File: config.mk
export PLATFORM = sky130hd
export DESIGN_NAME = cic_strobe_monitor
export DESIGN_NICKNAME = d
export VERILOG_FILES = /design/src/rtl/cic_strobe_pkg.sv /design/src/rtl/sat_counter.sv /design/src/rtl/cic_strobe_monitor.sv
export SDC_FILE = /design/constraint.sdc
export NUM_CORES = 1
export LEC_CHECK = 0
export BUFFER_PORTS_ARGS = -buffer_cell sky130_fd_sc_hd__buf_2
export CAP_MARGIN = 10
export CORE_ASPECT_RATIO = 0.5
export CORE_MARGIN = 8
export CORE_UTILIZATION = 45
export CTS_CLUSTER_DIAMETER = 150
export CTS_CLUSTER_SIZE = 40
export DETAILED_ROUTE_END_ITERATION = 12
export MAX_ROUTING_LAYER = met4
export PLACE_DENSITY_LB_ADDON = 0.08
export SYNTH_ARGS = -nofsm -noshare
export SYNTH_HDL_FRONTEND = slang
export SYNTH_SLANG_ARGS = --single-unit
File: constraint.sdc
create_clock -name clock -period 6.6 [get_ports clock]
set_input_delay 1.32 -clock clock [delete_from_list [all_inputs] [get_ports clock]]
set_output_delay 1.32 -clock clock [all_outputs]
set_load 0.01 [all_outputs]
File: src/rtl/cic_strobe_pkg.sv
// Shared definitions for the CIC decimation strobe monitor: FSM encoding and
// error-tally width.
package cic_strobe_pkg;

    typedef enum logic [1:0] {
        ST_IDLE   = 2'd0,
        ST_SEARCH = 2'd1,
        ST_TRACK  = 2'd2,
        ST_LOCKED = 2'd3
    } mon_state_e;

    localparam int unsigned ERR_W = 8;

    // Saturating increment helper shared by error tallies.
    function automatic logic [ERR_W-1:0] sat_inc(input logic [ERR_W-1:0] value);
        logic [ERR_W-1:0] result;
        if (value == {ERR_W{1'b1}}) begin
            result = value;
        end else begin
            result = value + {{(ERR_W-1){1'b0}}, 1'b1};
        end
        return result;
    endfunction

endpackage

File: src/rtl/sat_counter.sv
// Saturating up-counter with a synchronous clear that wins over a
// simultaneous increment.
module sat_counter #(
    parameter int unsigned WIDTH = 8
) (
    input  logic             clock,
    input  logic             reset_n,
    input  logic             clear_i,
    input  logic             inc_i,
    output logic [WIDTH-1:0] count_o
);

    logic [WIDTH-1:0] count_q;
    logic [WIDTH-1:0] count_d;

    // Next-count selection: clear first, then saturating increment.
    always_comb begin
        count_d = count_q;
        if (clear_i) begin
            count_d = {WIDTH{1'b0}};
        end else if (inc_i && (count_q != {WIDTH{1'b1}})) begin
            count_d = count_q + {{(WIDTH-1){1'b0}}, 1'b1};
        end else begin
            count_d = count_q;
        end
    end

    // Count register.
    always_ff @(posedge clock or negedge reset_n) begin
        if (!reset_n) begin
            count_q <= {WIDTH{1'b0}};
        end else begin
            count_q <= count_d;
        end
    end

    assign count_o = count_q;

endmodule

File: src/rtl/cic_strobe_monitor.sv
// Measures the spacing of a decimated strobe in input-rate pulses, locks when
// it repeatedly equals the programmed ratio, and tallies protocol errors.
module cic_strobe_monitor
    import cic_strobe_pkg::*;
#(
    parameter int unsigned WIDTH      = 9,
    parameter int unsigned LOCK_COUNT = 4
) (
    input  logic             clock,
    input  logic             reset_n,
    input  logic             enable,
    input  logic             strobe_fast,
    input  logic             strobe_slow,
    input  logic [WIDTH-1:0] expected_rate,
    input  logic             clear_err,
    output logic [WIDTH-1:0] measured_rate,
    output logic             rate_valid,
    output logic             locked,
    output logic [WIDTH-1:0] phase,
    output logic             rate_error,
    output logic [ERR_W-1:0] err_count
);

    localparam logic [WIDTH-1:0] PHASE_MAX   = {WIDTH{1'b1}};
    localparam logic [3:0]       LOCK_TARGET = 4'(LOCK_COUNT);

    logic [1:0]       rst_sync_q;
    logic             active_s;
    mon_state_e       state_q;
    logic [WIDTH-1:0] phase_q;
    logic [WIDTH-1:0] measured_q;
    logic [3:0]       match_q;
    logic             rate_valid_q;
    logic             locked_q;
    logic             rate_error_q;
    logic [WIDTH:0]   interval_s;
    logic             interval_match_s;
    logic             legal_s;
    logic             orphan_s;
    logic             timeout_s;
    logic             err_event_s;

    // Reset release synchroniser; the FSM is held until two edges have passed.
    always_ff @(posedge clock or negedge reset_n) begin
        if (!reset_n) begin
            rst_sync_q <= 2'b00;
        end else begin
            rst_sync_q <= {rst_sync_q[0], 1'b1};
        end
    end

    assign active_s = rst_sync_q[1];

    // The interval is one wider than phase so a full-range gap never aliases
    // onto a small expected_rate.
    assign interval_s       = {1'b0, phase_q} + {{WIDTH{1'b0}}, 1'b1};
    assign interval_match_s = (expected_rate != {WIDTH{1'b0}}) &&
                              (interval_s == {1'b0, expected_rate});
    assign legal_s   = strobe_fast & strobe_slow;
    assign orphan_s  = strobe_slow & ~strobe_fast;
    assign timeout_s = strobe_fast & ~strobe_slow & (phase_q == PHASE_MAX);

    // Single error source feeding both the pulse and the tally.
    always_comb begin
        err_event_s = 1'b0;
        if (!active_s || !enable) begin
            err_event_s = 1'b0;
        end else if (orphan_s) begin
            err_event_s = 1'b1;
        end else if (state_q == ST_IDLE) begin
            err_event_s = 1'b0;
        end else if (timeout_s) begin
            err_event_s = 1'b1;
        end else if (legal_s && (state_q == ST_LOCKED) && !interval_match_s) begin
            err_event_s = 1'b1;
        end else begin
            err_event_s = 1'b0;
        end
    end

    // Monitor FSM with registered outputs.
    always_ff @(posedge clock or negedge reset_n) begin
        if (!reset_n) begin
            state_q      <= ST_IDLE;
            phase_q      <= {WIDTH{1'b0}};
            measured_q   <= {WIDTH{1'b0}};
            match_q      <= 4'd0;
            rate_valid_q <= 1'b0;
            locked_q     <= 1'b0;
            rate_error_q <= 1'b0;
        end else begin
            rate_error_q <= err_event_s;
            if (!active_s) begin
                state_q <= ST_IDLE;
            end else if (!enable) begin
                state_q      <= ST_IDLE;
                phase_q      <= {WIDTH{1'b0}};
                match_q      <= 4'd0;
                rate_valid_q <= 1'b0;
                locked_q     <= 1'b0;
            end else if (orphan_s) begin
                state_q <= state_q;
            end else begin
                case (state_q)
                    ST_IDLE: begin
                        state_q <= ST_SEARCH;
                    end
                    ST_SEARCH, ST_TRACK, ST_LOCKED: begin
                        if (timeout_s) begin
                            state_q      <= ST_SEARCH;
                            phase_q      <= {WIDTH{1'b0}};
                            match_q      <= 4'd0;
                            rate_valid_q <= 1'b0;
                            locked_q     <= 1'b0;
                        end else if (legal_s) begin
                            phase_q <= {WIDTH{1'b0}};
                            if (state_q == ST_SEARCH) begin
                                // The gap before the first event is partial.
                                state_q <= ST_TRACK;
                            end else begin
                                measured_q   <= interval_s[WIDTH-1:0];
                                rate_valid_q <= 1'b1;
                                if (!interval_match_s) begin
                                    match_q  <= 4'd0;
                                    locked_q <= 1'b0;
                                    state_q  <= ST_TRACK;
                                end else if (state_q == ST_LOCKED) begin
                                    state_q <= ST_LOCKED;
                                end else if ((match_q + 4'd1) == LOCK_TARGET) begin
                                    match_q  <= 4'd0;
                                    locked_q <= 1'b1;
                                    state_q  <= ST_LOCKED;
                                end else begin
                                    match_q <= match_q + 4'd1;
                                end
                            end
                        end else if (strobe_fast) begin
                            phase_q <= phase_q + {{(WIDTH-1){1'b0}}, 1'b1};
                        end else begin
                            phase_q <= phase_q;
                        end
                    end
                    default: begin
                        state_q <= ST_IDLE;
                    end
                endcase
            end
        end
    end

    sat_counter #(
        .WIDTH (ERR_W)
    ) u_err_count (
        .clock   (clock),
        .reset_n (reset_n),
        .clear_i (clear_err),
        .inc_i   (err_event_s),
        .count_o (err_count)
    );

    assign measured_rate = measured_q;
    assign rate_valid    = rate_valid_q;
    assign locked        = locked_q;
    assign phase         = phase_q;
    assign rate_error    = rate_error_q;

endmodule

==> metrics list <==
- The run finished with clean final reports.
- After synthesis the netlist holds a flip-flop and latch count of 37.
- Final WL: 5210 µm
- Each instance of the synthesized netlist takes up on average 9.27 µm².
- IO buf count: 43
* Setup clock skew after layout: 4.76 ps
- Of all flip-flops after synthesis, the portion carrying an async set or reset was 1.00.
- The H-tree was split into 2 levels.
* Delay of the slowest cell on the worst path: 630 ps
- Crit path buffers/inverters: 0
- Final cell count without fillers: 353
* Min-delay worst type: register to register
- Data on the critical path is required at its endpoint by 6820 ps.
- Type of the worst setup path: register to register
* Share of post-route cells with drive strength above 1: 0.205
- Main flop type after synthesis: sky130_fd_sc_hd__dfrtp_1
- The mapped netlist covers 2220 µm².
- Clock-pin transition on the worst setup and hold timing paths: 70 ps
- Core ar.: 4840 µm²
- Power Dens Cells: 174 nW/µm²
- At the pin with the least slew margin, the transition time is 855 ps.
* Sum of net half-perimeters after detailed placement: 3880 µm
* Overall routing resource usage: 0.147
- The congestion estimate from routability-driven global placement came to 0.934.
* Number of antenna violations at the first check in global routing: 0
* Slew Limit Headroom: 0.430
* Endpoint arrival time on the critical path: 3370 ps
- Post-synth EDFFs: 0
* Number of primary I/O pins: 44
- Synthesis instantiated 53 different standard cells from the library.
- Clock insertion delay at the later pin of the skew report: 290 ps
* Number of fill cells in the layout: 452
- For this run, the register share of the synthesized area comes to 0.418.
- RSZ-0062 raised after global routing: no
- Number of detailed-routing iterations run before antenna repair: 4
- Delay-heaviest family, CP: compound AO/OA/AOI/OAI gates
- In the final timing run, aggregate negative setup slack is 0 ps.
* Maximum number of pins on one net before global-route repair: 38
- Initial core utilization: 0.458
- The critical path crosses 11 cells after its start point.
* Remaining DRCs: 0
- Number of instances in the synthesized netlist: 239
- Placed insts: 345
* Clock period minus worst slack: 3150 ps
- Largest driver fanout on the critical path: 13
- STA classifies the critical path endpoint as a register.
- Relative area change from synthesis to final layout: 15.4%
- Antenna diodes: 0
- Detailed router's first-iteration violation count: 111
* Hold Slack: 378 ps
- The floorplan step set the die height to 65.6 µm.
- Endpoints failing hold: 0
* Highest attainable clock frequency: 317 MHz
- Mean routed wirelength per cell: 14.8 µm
* Series of cell instances along the critical path: ha_1, nand3_1, nor2_1, ha_1, xor2_1, nor3_1, o21ai_0, nand4bb_2, o41ai_4, o21ai_0, a21oi_1
* Standard-cell rows: 18
- Layout net count: 302
- Along the worst hold path, the cell count comes to 0.
* Synth Net Count: 259
- Startpoint class of the critical path: register
- Vias in the first global route: 1,754
* Share of the cycle needed by the critical path after routing: 0.477
- Depth of the most critical reg-to-reg path: 11
* CTS sink count: 37
- After clock tree synthesis, the repair step resized 0 gates.
- Number of routed nets with antenna violations: 0
* Setup Fix Bufs, Post-CTS: 0
* Final Setup Violations: 0
* Wire length of the first global-routing pass: 8630 µm
- VDD sags by at most 0.0837 mV.
- No sink is reached through more buffers than the 2 on the longest clock path.
- Remaining global-route overflow: 0
* Final max-slew violation count: 0
- Max-Cap Viols: 0
- The tree is rooted in a sky130_fd_sc_hd__clkbuf_8.
* Post-cts hold buffer count: 0
* Number of clock buffers inserted by TritonCTS: 5
- For this design, the slowest cell found on the critical path is sky130_fd_sc_hd__o41ai_4.
- Dividing the detail-routed via count by the number of cells gives 5.30.
- CTS tree: built
- Summed over all cells, the static leakage comes to 1.18 nW.
- Yosys synthesis warning count: 0
- The die covers 7560 µm².
- From left edge to right edge, the die measures 115 µm.
- Detailed-route via count: 1,870
[Yosys cell counts, drive strengths merged (2+ instances only)]
master,instances,area [µm²]
xor2,5,43.8
nor4,2,12.5
o22ai,2,12.5
or3,8,50.1
and2,6,37.5
o21ai,31,155
a21oi,13,65.1
buf,5,35.0
nand2,37,139
and3,5,36.3
o31ai,2,15.0
nand2b,2,12.5
mux2,4,45.0
a21o,2,15.0
a22o,2,17.5
a41oi,2,17.5
ha,5,62.6
clkbuf,2,7.51
nor2b,3,18.8
dfrtp,37,926
inv,7,26.3
nor3,5,25.0
xnor3,2,45.0
xnor2,10,87.6
nor2,11,48.8
nand4,3,25.0
nand3,7,35.0
[metal layers]
layer	track usage	routed length, µm	up-vias
met4	0.0389	39	0
met2	0.215	2250	45
met3	0.0430	301	5
li1	-	-	944
met5	-	0	-
met1	0.195	2610	876
[sequential cells by signal (all words and copies together) (netlist names)]
register and count:
locked 1, match_q 4, measured_rate 9, phase 9
rate_error 1, rate_valid 1, rst_sync_q 2, state_q 2
u_err_count.count_o 8
[placed cells by master (no fill, tap or decap), drive strengths merged, types with 2 or more instances in the layout]
cell,netlist,layout
and2,6,6
ha,5,5
a22o,2,2
nand2,37,37
and3,5,5
nor2,11,11
a21oi,13,13
or3,8,8
dfrtp,37,37
nor2b,3,3
nand4,3,3
o21ai,31,31
nand2b,2,2
a21o,2,2
o31ai,2,2
clkbuf,2,8
nor3,5,5
mux2,4,4
a41oi,2,2
nor4,2,2
nand3,7,7
xor2,5,5
xnor2,10,10
xnor3,2,2
inv,7,7
buf,5,43
o22ai,2,2
[where the power goes]
group	switching [mW]	total [mW]	internal [mW]
logic	0.0308	0.0517	0.0209
registers	0.00720	0.239	0.232
clock network	0.0791	0.154	0.0751
[final timing paths]
check	startpoint	end	slack, ps
worst min-delay path	rst_sync_q[0]$_DFF_PN0_	rst_sync_q[1]$_DFF_PN0_	380
min in group asynchronous	reset_n	phase[3]$_DFFE_PN0P_	1140
max in group asynchronous	reset_n	u_err_count.count_o[1]$_DFFE_PN0P_	4920
worst max-delay path	phase[0]$_DFFE_PN0P_	u_err_count.count_o[3]$_DFFE_PN0P_	3450
worst max register to register	phase[0]$_DFFE_PN0P_	u_err_count.count_o[3]$_DFFE_PN0P_	3450
worst min register to register	rst_sync_q[0]$_DFF_PN0_	rst_sync_q[1]$_DFF_PN0_	380
[cells by family after synthesis]
| kind of cell | after synthesis | synth area share |
|---|---|---|
| and+or+nand+nor | 93 | 0.217 |
| other | 1 | 0.00169 |
| AOI/OAI and AO/OA | 66 | 0.189 |
| xor gates and xnor gates | 17 | 0.0796 |
| DFF | 37 | 0.418 |
| muxes | 5 | 0.0305 |
| buffers and inverters | 14 | 0.0311 |
| adders and majority gates | 6 | 0.0328 |
[through the flow]
step	utilization	total power [mW]	cell area (µm²)	setup slack, ps
finish	0.528	0.445	2560	3450
global placement	0.511	0.294	2480	3450
detailed placement	0.511	0.295	2480	3380
floorplan	-	0.273	2220	3670
CTS	0.528	0.449	2560	3460
global route	0.528	0.468	2560	3130
[cell type report]
type	count	area [µm²]	share of cell area
multi-input combinational	188	1220	0.478
sequential	37	926	0.362
timing repair buffer	43	215	0.0842
tap	70	87.6	0.0343
clock buffer	8	80.1	0.0313
inverter	7	26.3	0.0103
(Power assumes the default switching activity.)
